`src/rtl/systolic_pe.sv`:
```
// systolic_pe: processing element of an output-stationary systolic
// matrix-multiply array. It multiplies the row operand by the column operand,
// accumulates the product locally, and forwards both operands to its
// neighbours through one register stage each.
//
// Optional build macro: PE_SATURATE_EN
//   undefined (default) - accumulator wraps modulo 2^(2*DATAWIDTH) on overflow
//   defined             - accumulator saturates to all ones on overflow
// The sticky ovf flag is set on overflow in both builds.
module systolic_pe #(
    parameter int DATAWIDTH = 8
) (
    input  logic                   clk,
    input  logic                   rst,
    input  logic                   en,
    input  logic                   acc_clr,
    input  logic [DATAWIDTH-1:0]   a,
    input  logic [DATAWIDTH-1:0]   b,
    output logic [DATAWIDTH-1:0]   a_right,
    output logic [DATAWIDTH-1:0]   b_down,
    output logic [2*DATAWIDTH-1:0] c_out,
    output logic                   ovf
);

    localparam int AW = 2 * DATAWIDTH;

    // Full-width unsigned product; AW bits always hold it, so it never overflows.
    function automatic logic [AW-1:0] mul_full(
        input logic [DATAWIDTH-1:0] x,
        input logic [DATAWIDTH-1:0] y
    );
        logic [AW-1:0] xw;
        logic [AW-1:0] yw;
        xw = {{DATAWIDTH{1'b0}}, x};
        yw = {{DATAWIDTH{1'b0}}, y};
        return xw * yw;
    endfunction

    logic [DATAWIDTH-1:0] a_q;
    logic [DATAWIDTH-1:0] a_d;
    logic [DATAWIDTH-1:0] b_q;
    logic [DATAWIDTH-1:0] b_d;
    logic [AW-1:0]        c_q;
    logic [AW-1:0]        c_d;
    logic                 ovf_q;
    logic                 ovf_d;
    logic [AW-1:0]        prod_s;
    logic [AW:0]          sum_s;

    // Product of the current operands and the one-bit-wider accumulation sum;
    // the extra top bit is the carry-out that signals overflow.
    always_comb begin
        prod_s = mul_full(a, b);
        sum_s  = {1'b0, c_q} + {1'b0, prod_s};
    end

    // Next-state selection: hold on stall, restart on clear, otherwise accumulate.
    always_comb begin
        a_d   = a_q;
        b_d   = b_q;
        c_d   = c_q;
        ovf_d = ovf_q;
        if (en) begin
            a_d = a;
            b_d = b;
            if (acc_clr) begin
                // Restart with the current product so no bubble is inserted.
                c_d   = prod_s;
                ovf_d = 1'b0;
            end else if (sum_s[AW]) begin
                ovf_d = 1'b1;
`ifdef PE_SATURATE_EN
                c_d   = {AW{1'b1}};
`else
                c_d   = sum_s[AW-1:0];
`endif
            end else begin
                c_d   = sum_s[AW-1:0];
            end
        end else begin
            a_d   = a_q;
            b_d   = b_q;
            c_d   = c_q;
            ovf_d = ovf_q;
        end
    end

    // State registers with synchronous reset that overrides en and acc_clr.
    always_ff @(posedge clk) begin
        if (rst) begin
            a_q   <= {DATAWIDTH{1'b0}};
            b_q   <= {DATAWIDTH{1'b0}};
            c_q   <= {AW{1'b0}};
            ovf_q <= 1'b0;
        end else begin
            a_q   <= a_d;
            b_q   <= b_d;
            c_q   <= c_d;
            ovf_q <= ovf_d;
        end
    end

    assign a_right = a_q;
    assign b_down  = b_q;
    assign c_out   = c_q;
    assign ovf     = ovf_q;

endmodule

```
`config.mk`:
```
export PLATFORM = sky130hd
export DESIGN_NAME = systolic_pe
export DESIGN_NICKNAME = d
export VERILOG_FILES = /design/src/rtl/systolic_pe.sv
export SDC_FILE = /design/constraint.sdc
export NUM_CORES = 1
export LEC_CHECK = 0
export CAP_MARGIN = 30
export CORE_ASPECT_RATIO = 0.5
export CORE_MARGIN = 2
export CORE_UTILIZATION = 35
export CTS_CLUSTER_DIAMETER = 100
export DETAILED_ROUTE_END_ITERATION = 8
export SLEW_MARGIN = 30
export SYNTH_ARGS = -nofsm -noshare
export SYNTH_HDL_FRONTEND = slang
export SYNTH_SLANG_ARGS = --single-unit
export TNS_END_PERCENT = 100
```
`constraint.sdc`:
```
create_clock -name clk -period 21.1 [get_ports clk]
set_clock_uncertainty 0.2 [all_clocks]
set_input_delay 6.33 -clock clk [delete_from_list [all_inputs] [get_ports clk]]
set_output_delay 6.33 -clock clk [all_outputs]
set_load 0.01 [all_outputs]
```
* Word-level counts from Yosys, hierarchy flattened
Cells that the tools add are included.
** Storage, ports and cells
- RAM bits :: 0
- Input port bits :: 20
- Memories :: 0
- Bits in read-only memories :: 0
- Bits in registers :: 33
- Latch bits :: 0
- Logic and storage cells :: 11
- Output and inout port bits :: 33
** Cells by class
- $mul :: 1
- Equality and inequality tests :: 0
- Shifts and indexed selects :: 0
- Bitwise logic cells :: 0
- Add/subtract/negate cells :: 1
- Divide/modulo/power cells :: 0
- $lt $le $gt $ge :: 0
- Multiplexer cells :: 3
- Reductions and logical operators :: 2
** Operator list (count)
- $add A16 B16 Y17 :: 1
- $mul A8 B8 Y16 :: 1
- $mux W16 :: 1
- $mux W1 :: 2
- $reduce_and A2 Y1 :: 1
- $reduce_bool A2 Y1 :: 1

* Logic depth before layout (Yosys ltp)
Gate-level depths: netlist (run 1).
- Depth after elaboration :: 4
- Depth in mapped cells :: 24
- Depth with buffers taken out :: 23

* Least setup slack after synthesis (run 1)
Ideal clock, no wire load.
- Path kind :: input to register
- Start :: input a[0]
- End :: register c_q[14] (netlist: c_out[14])
- Stages :: 21
- Setup time :: 0.117 ns
- Slack :: 9.665 ns
- Required time :: 20.783 ns
- Path buffers :: 0
- Arrival time :: 11.118 ns
- Path through :: nand2_1 -> fa_1 -> fa_1 -> inv_1 -> fa_1 -> inv_1 -> fa_1 -> inv_1 -> ha_1 -> and3_1 -> a22oi_1 -> nand2_1 -> a41oi_1 -> xnor2_1 -> ha_1 -> or2_2 -> a21oi_1 -> mux2i_1 -> o21ai_0 -> o21ba_1 -> a22o_1
** Between the ends
- Cells in the longest elaborated chain, start to end :: 3
** Ends and longest elaborated chain
- start: declaration :: line 17 : input logic [DATAWIDTH-1:0] a,
- $mul A8 B8 Y16 (*) :: line 36 : return xw * yw;
- $add A16 B16 Y17 :: line 54 : sum_s = {1'b0, c_q} + {1'b0, prod_s};
- $mux W16 (*) :: line 66 : if (acc_clr) begin
- end signal: assignment :: line 93 : c_q <= {AW{1'b0}};
- end: declaration :: line 43 : logic [AW-1:0] c_q;
Every way passes the cells marked *; elsewhere a longest branch is shown, timed or not.
A chain may end at the register's enable or synchronous reset.

* Worst setup path in the final report (run 1)
- Start :: input b[7]
- End :: register c_q[14] (netlist: c_out[14])
** Between the ends
- Cells in the longest elaborated chain, start to end :: 3
** Ends and longest elaborated chain
- start: declaration :: line 18 : input logic [DATAWIDTH-1:0] b,
- $mul A8 B8 Y16 (*) :: line 36
- $add A16 B16 Y17 :: line 54
- $mux W16 (*) :: line 66
Marks and branches as above.

==> results of run 1 <==
## flip-flops by register name, indices dropped and copies added (netlist names)
name,count
b_down,8
c_out,16
ovf,1
a_right,8
## kinds of logic (layout without fill, tap and decap cells)
family | Yosys count | in the layout | synth area share (%)
flip-flops | 33 | 33 | 16.0
AO/OA/AOI/OAI | 93 | 93 | 14.7
multiplexers | 20 | 20 | 4.86
XOR/XNOR | 21 | 21 | 4.46
buffers and inverters | 67 | 118 | 6.13
adder cells (fa/ha/maj) | 90 | 90 | 34.1
AND/OR/NAND/NOR | 162 | 162 | 19.7
## cells in the mapped netlist, types with 2 or more instances
master / count / share of area (%)
mux2i_1: 20 / 4.9
nand2_1: 39 / 3.6
buf_1: 2 / 0.18
clkbuf_1: 9 / 0.82
a21oi_1: 28 / 3.4
or3_1: 2 / 0.30
nand3b_1: 2 / 0.36
nor2_1: 38 / 3.5
a211oi_1: 4 / 0.73
a21o_1: 8 / 1.5
fa_1: 37 / 18
o22ai_1: 2 / 0.30
and3_1: 2 / 0.30
ha_1: 53 / 16
nor3_1: 6 / 0.73
xnor2_1: 14 / 3.0
o21a_1: 4 / 0.73
dfxtp_1: 33 / 16
nand3_1: 6 / 0.73
xor2_1: 7 / 1.5
and2_1: 56 / 8.5
or2_2: 2 / 0.30
inv_1: 54 / 4.9
nand4_1: 3 / 0.46
a311oi_1: 8 / 1.7
nor2b_1: 2 / 0.30
o21ai_0: 18 / 2.2
o211ai_1: 4 / 0.73
o21ai_1: 2 / 0.24
## final cells by class
type,count,area (um2)
fill,1142,6230
clock inverter,1,30.0
sequential,33,661
clock buffer,7,143
tap,159,199
inverter,55,206
timing repair buffer,55,538
multi-input combinational,386,3210
## worst min-delay path, cell delays in order, from the launching register on
cell and delay (ns):
dfxtp_1 0.33, nand2_1 0.05, o21ai_0 0.06
## metrics by stage
step                cells  util (%)  area (um2)  power, mW  setup slack (ns)
finish                696      44.4        4980      0.642              8.81
global route          696      44.4        4980      0.715              8.37
CTS                   696      44.4        4980      0.643              8.80
detailed placement    688      42.9        4810      0.546              8.54
global placement      688      42.9        4810      0.543              8.65
floorplan             486         -        4120      0.432              9.67
## cells in the final DEF, fill, tap and decap left out, types with 2 or more instances in the layout
master / Yosys / routed
dfxtp_1: 33 / 33
o211ai_1: 4 / 4
nand3_1: 6 / 6
nand3b_1: 2 / 2
ha_1: 53 / 53
o21a_1: 4 / 4
nor2_1: 38 / 38
xnor2_1: 14 / 14
and3_1: 2 / 2
buf_4: 0 / 3
a211oi_1: 4 / 4
nand2_1: 39 / 39
nor3_1: 6 / 6
o21ai_0: 18 / 18
mux2i_1: 20 / 20
or2_2: 2 / 2
or3_1: 2 / 2
a311oi_1: 8 / 8
a21oi_1: 28 / 28
fa_1: 37 / 37
a21o_1: 8 / 8
and2_1: 56 / 56
nor2b_1: 2 / 2
o22ai_1: 2 / 2
inv_1: 54 / 54
clkdlybuf4s50_1: 0 / 51
o21ai_1: 2 / 2
clkbuf_16: 0 / 5
nand4_1: 3 / 3
xor2_1: 7 / 7
## power by group through the flow
stage	Sequential, mW	Combinational, mW	Clock [mW]
after floorplan	0.0870	0.345	0
after global placement	0.0842	0.459	0
after detailed placement	0.0842	0.462	0
after CTS	0.0831	0.468	0.0916
after global routing	0.0846	0.536	0.0937
final	0.0828	0.470	0.0893
## per-layer routing
layer	track usage, %	vias to the layer above
met5	0	-
met4	4.00	0
met3	2.45	7
met2	27.8	53
met1	26.9	1634
li1	-	1736
## worst min path at each step
stage | from | to | depth (start not counted)
4_1_cts | a_right[5] | a_right[5] | 2
3_3_place_gp | b_down[1] | b_down[1] | 2
2_1_floorplan | c_out[15] | c_out[15] | 2
6_report | c_out[15] | c_out[15] | 2
3_5_place_dp | a_right[5] | a_right[5] | 2
5_1_grt | a_right[5] | a_right[5] | 2
==> qor.json, run 1 <==
{
  "run_status": {
    "outcome": "finished clean"
  },
  "floorplan": {
    "floorplan.initialDensity_pct": 36.7,
    "die_w_um": 157,
    "core_region_area_mm2": 0.0112,
    "die_height_um": 80.7,
    "fp.dieArea_mm2": 0.0127,
    "io_pins": 53,
    "number_of_standard_cell_rows_in_the_floorplan": 27
  },
  "logic_synthesis": {
    "syn_area_mm2": 0.00412,
    "syn-num-nets": 596,
    "postSynthCellCount": 486,
    "async_reset_ff_share_pct": 0,
    "count_of_flip_flops_with_a_built_in_enable_after_synthesis": 0,
    "synth-warning-count": 0,
    "synth-seq-cells": 33,
    "post_synth_num_cell_types": 50,
    "ys.flop_type": "dfxtp_1",
    "synth_sequential_area_ratio_pct": 16.0,
    "synth_area_per_cell_um2": 8.48
  },
  "power_and_ir_drop": {
    "netSwitchingPower_mw": 0.310,
    "internal-power_mw": 0.332,
    "comb_power_share_pct": 73.2,
    "vdd.ir_drop.worst_v": 0.0000624,
    "pwr-share-seq_pct": 12.9,
    "clkPwrFrac_pct": 13.9,
    "power.static_leakage_nw": 2.34,
    "power-per-cell-area_mw_per_mm2": 129,
    "power.switching_fraction_pct": 48.3
  },
  "setup_path": {
    "critPathCaptureType": "flop",
    "critPathSlowestCell": "clkdlybuf4s50_1",
    "r2r_cells": 9,
    "r2r_setup_slack_ns": 18.53,
    "worst_path_fanout_max": 9,
    "critPathMostFrequentCell": "fa_1",
    "cp-endpoint": "c_out[14]",
    "worst-path-stages": 22,
    "regToRegEndpoint": "c_out[14]",
    "critical_path_required_ns": 21.08,
    "crit_arrival_ns": 12.27,
    "reg2reg_from": "c_out[0]",
    "critical_path.top_delay_family": "adder cells",
    "worstPathCellList": "clkdlybuf4s50_1 > nand2_1 > fa_1 > fa_1 > inv_1 > fa_1 > inv_1 > fa_1 > inv_1 > ha_1 > and3_1 > a22oi_1 > nand2_1 > a41oi_1 > xnor2_1 > ha_1 > or2_2 > a21oi_1 > mux2i_1 > o21ai_0 > o21ba_1 > a22o_1",
    "kind_of_start_point_of_the_critical_path": "input port",
    "critical-path-max-stage-delay_ns": 0.65,
    "critPathBufInv": 4,
    "worstSetupStartpoint": "b[7]",
    "timing_worst_setup_path_type": "input port to flop"
  },
  "job": {
    "maxCapViolCount": 0
  },
  "route": {
    "postRouteAntennaNets": 0,
    "detailroute.wirelength.met2_um": 4510,
    "routed_via_density": 4.93,
    "met3_length_um": 355,
    "drt-pass1-iter-count": 4,
    "route.vias.total": 3430,
    "detail_route.wirelength.met1_um": 5580,
    "maxUsedRoutingLayer": "met4",
    "drcViolationCount": 0,
    "routedWlPerCell_um": 15.1,
    "drt_first_iter_violations": 174,
    "detail_route.wirelength_um": 10500
  },
  "timing": {
    "timing.final.crit_share_pct": 58.2,
    "achievable-frequency_mhz": 81.4,
    "rsz0062_at_grt": "false",
    "worst-slew-pin-transition_ns": 0.650,
    "max_slew_margin_vs_limit_pct": 56.6,
    "min_clock_period_post_route_ns": 12.29,
    "timing.hold.ws_ns": 0.287,
    "totalNegativeSetupSlack_ns": 0,
    "setup-violations-final": 0,
    "timing_hold_violations_final": 0,
    "final-max-slew-violation-count": 0
  },
  "finish": {
    "n_antenna_cell": 0,
    "layout_cell_share_with_drive_strength_beyond_1_pct": 2.79,
    "layout.nets": 646,
    "area_growth_syn_to_layout_pct": 20.9
  },
  "global_route": {
    "antenna_found_initial": 0,
    "grt_max_degree": 50,
    "overflow": 0,
    "grt_first_pass_wirelength_um": 18000,
    "grt_use_total_pct": 18.1,
    "first_global_vias": 3548
  },
  "placement": {
    "gp_congestion": 0.914,
    "detailedPlacementHpwl_um": 7950,
    "numPortBuffers": 52
  },
  "clock_tree": {
    "max-clock-path-buffers": 2,
    "cts_tree": "built",
    "tritoncts.num_buffers": 5,
    "root_buffer": "clkbuf_16",
    "clk_lat_worst_skew_ns": 0.28,
    "htreeDepth": 2,
    "postCtsHoldBufs": 0,
    "postCtsSetupBuffers": 0,
    "clk_pin_slew_ns": 0.06,
    "clkSinkCount": 33,
    "cts_repair_resize_count": 0
  },
  "worst_hold_path": {
    "min_path_type": "flop to flop"
  }
}
Note: power is estimated with default switching activity, not from simulation.
==> run 2, diff against run 1 <==
==> constraint.sdc (replaced) <==
create_clock -name clk -period 12.7 [get_ports clk]
set_clock_uncertainty 0.2 [all_clocks]
set_input_delay 3.81 -clock clk [delete_from_list [all_inputs] [get_ports clk]]
set_output_delay 3.81 -clock clk [all_outputs]
set_load 0.01 [all_outputs]
==> qor.json, run 2 (synthesis gave the netlist of run 1 again) <==
{
  "worst_hold_path": {
    "min_path_cells": 2,
    "launch_point_of_the_worst_hold_path": "c_out[15]",
    "holdPathEnd": "c_out[15]",
    "min_path_type": "flop to flop"
  },
  "finish": {
    "mostFrequentLayoutCells": "56 x and2_1, 54 x inv_1, 53 x ha_1",
    "largest_register_ff_count": 16,
    "area_growth_syn_to_layout_pct": 20.6,
    "final_cell_area_mm2": 0.00497,
    "layout_cell_share_with_drive_strength_beyond_1_pct": 2.80,
    "n_antenna_cell": 0,
    "layout.nets": 646,
    "most_common_library_cell_in_the_layout_ignoring_fill_and_taps": "and2_1"
  },
  "floorplan": {
    "number_of_standard_cell_rows_in_the_floorplan": 27,
    "die_height_um": 80.7,
    "die_w_um": 157,
    "fp.dieArea_mm2": 0.0127,
    "core_region_area_mm2": 0.0112,
    "floorplan.initialDensity_pct": 36.7,
    "io_pins": 53
  },
  "run_status": {
    "outcome": "finished clean"
  },
  "global_route": {
    "overflow": 0,
    "grt_use_total_pct": 17.7,
    "antenna_found_initial": 0,
    "first_global_vias": 3471,
    "grt_max_degree": 50,
    "grt_first_pass_wirelength_um": 17600
  },
  "route": {
    "detailroute.wirelength.met2_um": 4290,
    "detail_route.wirelength_um": 10400,
    "drcViolationCount": 0,
    "detail_route.wirelength.met1_um": 5640,
    "routedWlPerCell_um": 14.9,
    "drt-pass1-iter-count": 4,
    "met3_length_um": 325,
    "maxUsedRoutingLayer": "met4",
    "routed_via_density": 4.97,
    "postRouteAntennaNets": 0,
    "drt_first_iter_violations": 196,
    "route.vias.total": 3453
  },
  "setup_path": {
    "critPathSlowestCell": "clkdlybuf4s50_1",
    "critPathMostFrequentCell": "fa_1",
    "reg2reg_from": "c_out[0]",
    "r2r_setup_slack_ns": 10.13,
    "regToRegEndpoint": "c_out[14]",
    "worstPathCellList": "clkdlybuf4s50_1 > nand2_1 > fa_1 > fa_1 > inv_1 > fa_1 > inv_1 > fa_1 > inv_1 > ha_1 > and3_1 > a22oi_1 > nand2_1 > a41oi_1 > xnor2_1 > ha_1 > or2_2 > a21oi_1 > mux2i_1 > o21ai_0 > o21ba_1 > a22o_1",
    "timing_worst_setup_path_type": "input port to flop",
    "kind_of_start_point_of_the_critical_path": "input port",
    "critPathCaptureType": "flop",
    "critical-path-max-stage-delay_ns": 0.68,
    "worst_path_fanout_max": 9,
    "critical_path_required_ns": 12.69,
    "r2r_cells": 9,
    "crit_arrival_ns": 9.73
  },
  "placement": {
    "gp_congestion": 0.914,
    "detailedPlacementHpwl_um": 7880,
    "postPlaceCellArea_mm2": 0.00481,
    "numPortBuffers": 52,
    "detailedPlace.worstSlack_ns": 2.70
  },
  "timing": {
    "final-max-slew-violation-count": 0,
    "setup-violations-final": 0,
    "totalNegativeSetupSlack_ns": 0,
    "max_slew_margin_vs_limit_pct": 56.9,
    "achievable-frequency_mhz": 103,
    "min_clock_period_post_route_ns": 9.74,
    "timing_hold_violations_final": 0,
    "worst-slew-pin-transition_ns": 0.646,
    "rsz0062_at_grt": "false",
    "timing.final.crit_share_pct": 76.7,
    "timing.final.ws_setup_ns": 2.96
  },
  "clock_tree": {
    "cts_repair_resize_count": 0,
    "postCtsHoldBufs": 0,
    "clkSinkCount": 33,
    "htreeDepth": 2,
    "clk_lat_worst_skew_ns": 0.29,
    "clk_pin_slew_ns": 0.06,
    "cts_tree": "built",
    "root_buffer": "clkbuf_16",
    "max-clock-path-buffers": 2,
    "tritoncts.num_buffers": 5,
    "postCtsSetupBuffers": 0
  },
  "power_and_ir_drop": {
    "vdd.ir_drop.worst_v": 0.000102,
    "power.static_leakage_nw": 2.34,
    "power-per-cell-area_mw_per_mm2": 213,
    "post-layout-total-power_mw": 1.06
  },
  "job": {
    "maxCapViolCount": 0
  }
}
[run 2: cell count changes in the layout (fill, tap and decap cells not counted), sizes merged]
cell	change
clkbuf	-2
clkinv	+1
[run 2: cell type report]
cell class / count / area (um2)
Timing Repair Buffer: 55 / 538
Clock buffer: 5 / 125
Multi-Input combinational cell: 386 / 3210
Sequential cell: 33 / 661
Fill cell: 1132 / 6240
Clock inverter: 2 / 35.0
Tap cell: 159 / 199
Inverter: 55 / 206
[run 2: report_power, final]
| group | switching [mW] | total (mW) | leakage [nW] | internal (mW) |
|---|---|---|---|---|
| Combinational | 0.448 | 0.779 | 1.99 | 0.331 |
| Clock | 0.0510 | 0.142 | 0.0797 | 0.0912 |
| Sequential | 0.0160 | 0.138 | 0.273 | 0.122 |
[run 2: how the worst max path moves through the flow]
stage,from,end,slack [ns]
after global placement,b[7],c_out[14],2.77
after global routing,b[7],c_out[14],2.56
after floorplan,a[0],c_out[14],3.79
after detailed placement,a[0],c_out[14],2.70
after CTS,b[7],c_out[14],2.95
final,b[7],c_out[14],2.96
[run 2: stage by stage]
stage               utilization [%]  std cells  hold WS, ns
floorplan                         -        486        0.298
global placement               42.9        688        0.274
detailed placement             42.9        688        0.279
CTS                            44.3        695        0.297
global route                   44.3        695        0.307
finish                         44.3        695        0.288
[run 2: metal layers]
metal / GRT usage (%) / up-vias
met5: 0 / -
met1: 26.6 / 1656
met4: 4.64 / 0
met2: 26.4 / 51
met3: 2.61 / 9
li1: - / 1737
[run 2: worst max-delay path: cells and delay by family]
family | cells | cell delay (ns)
muxes | 1 | 0.10
AOI/OAI and AO/OA | 6 | 1.13
xor gates and xnor gates | 1 | 0.20
adders and majority gates | 6 | 2.88
and+or+nand+nor | 4 | 0.76
buffers and inverters | 4 | 0.84
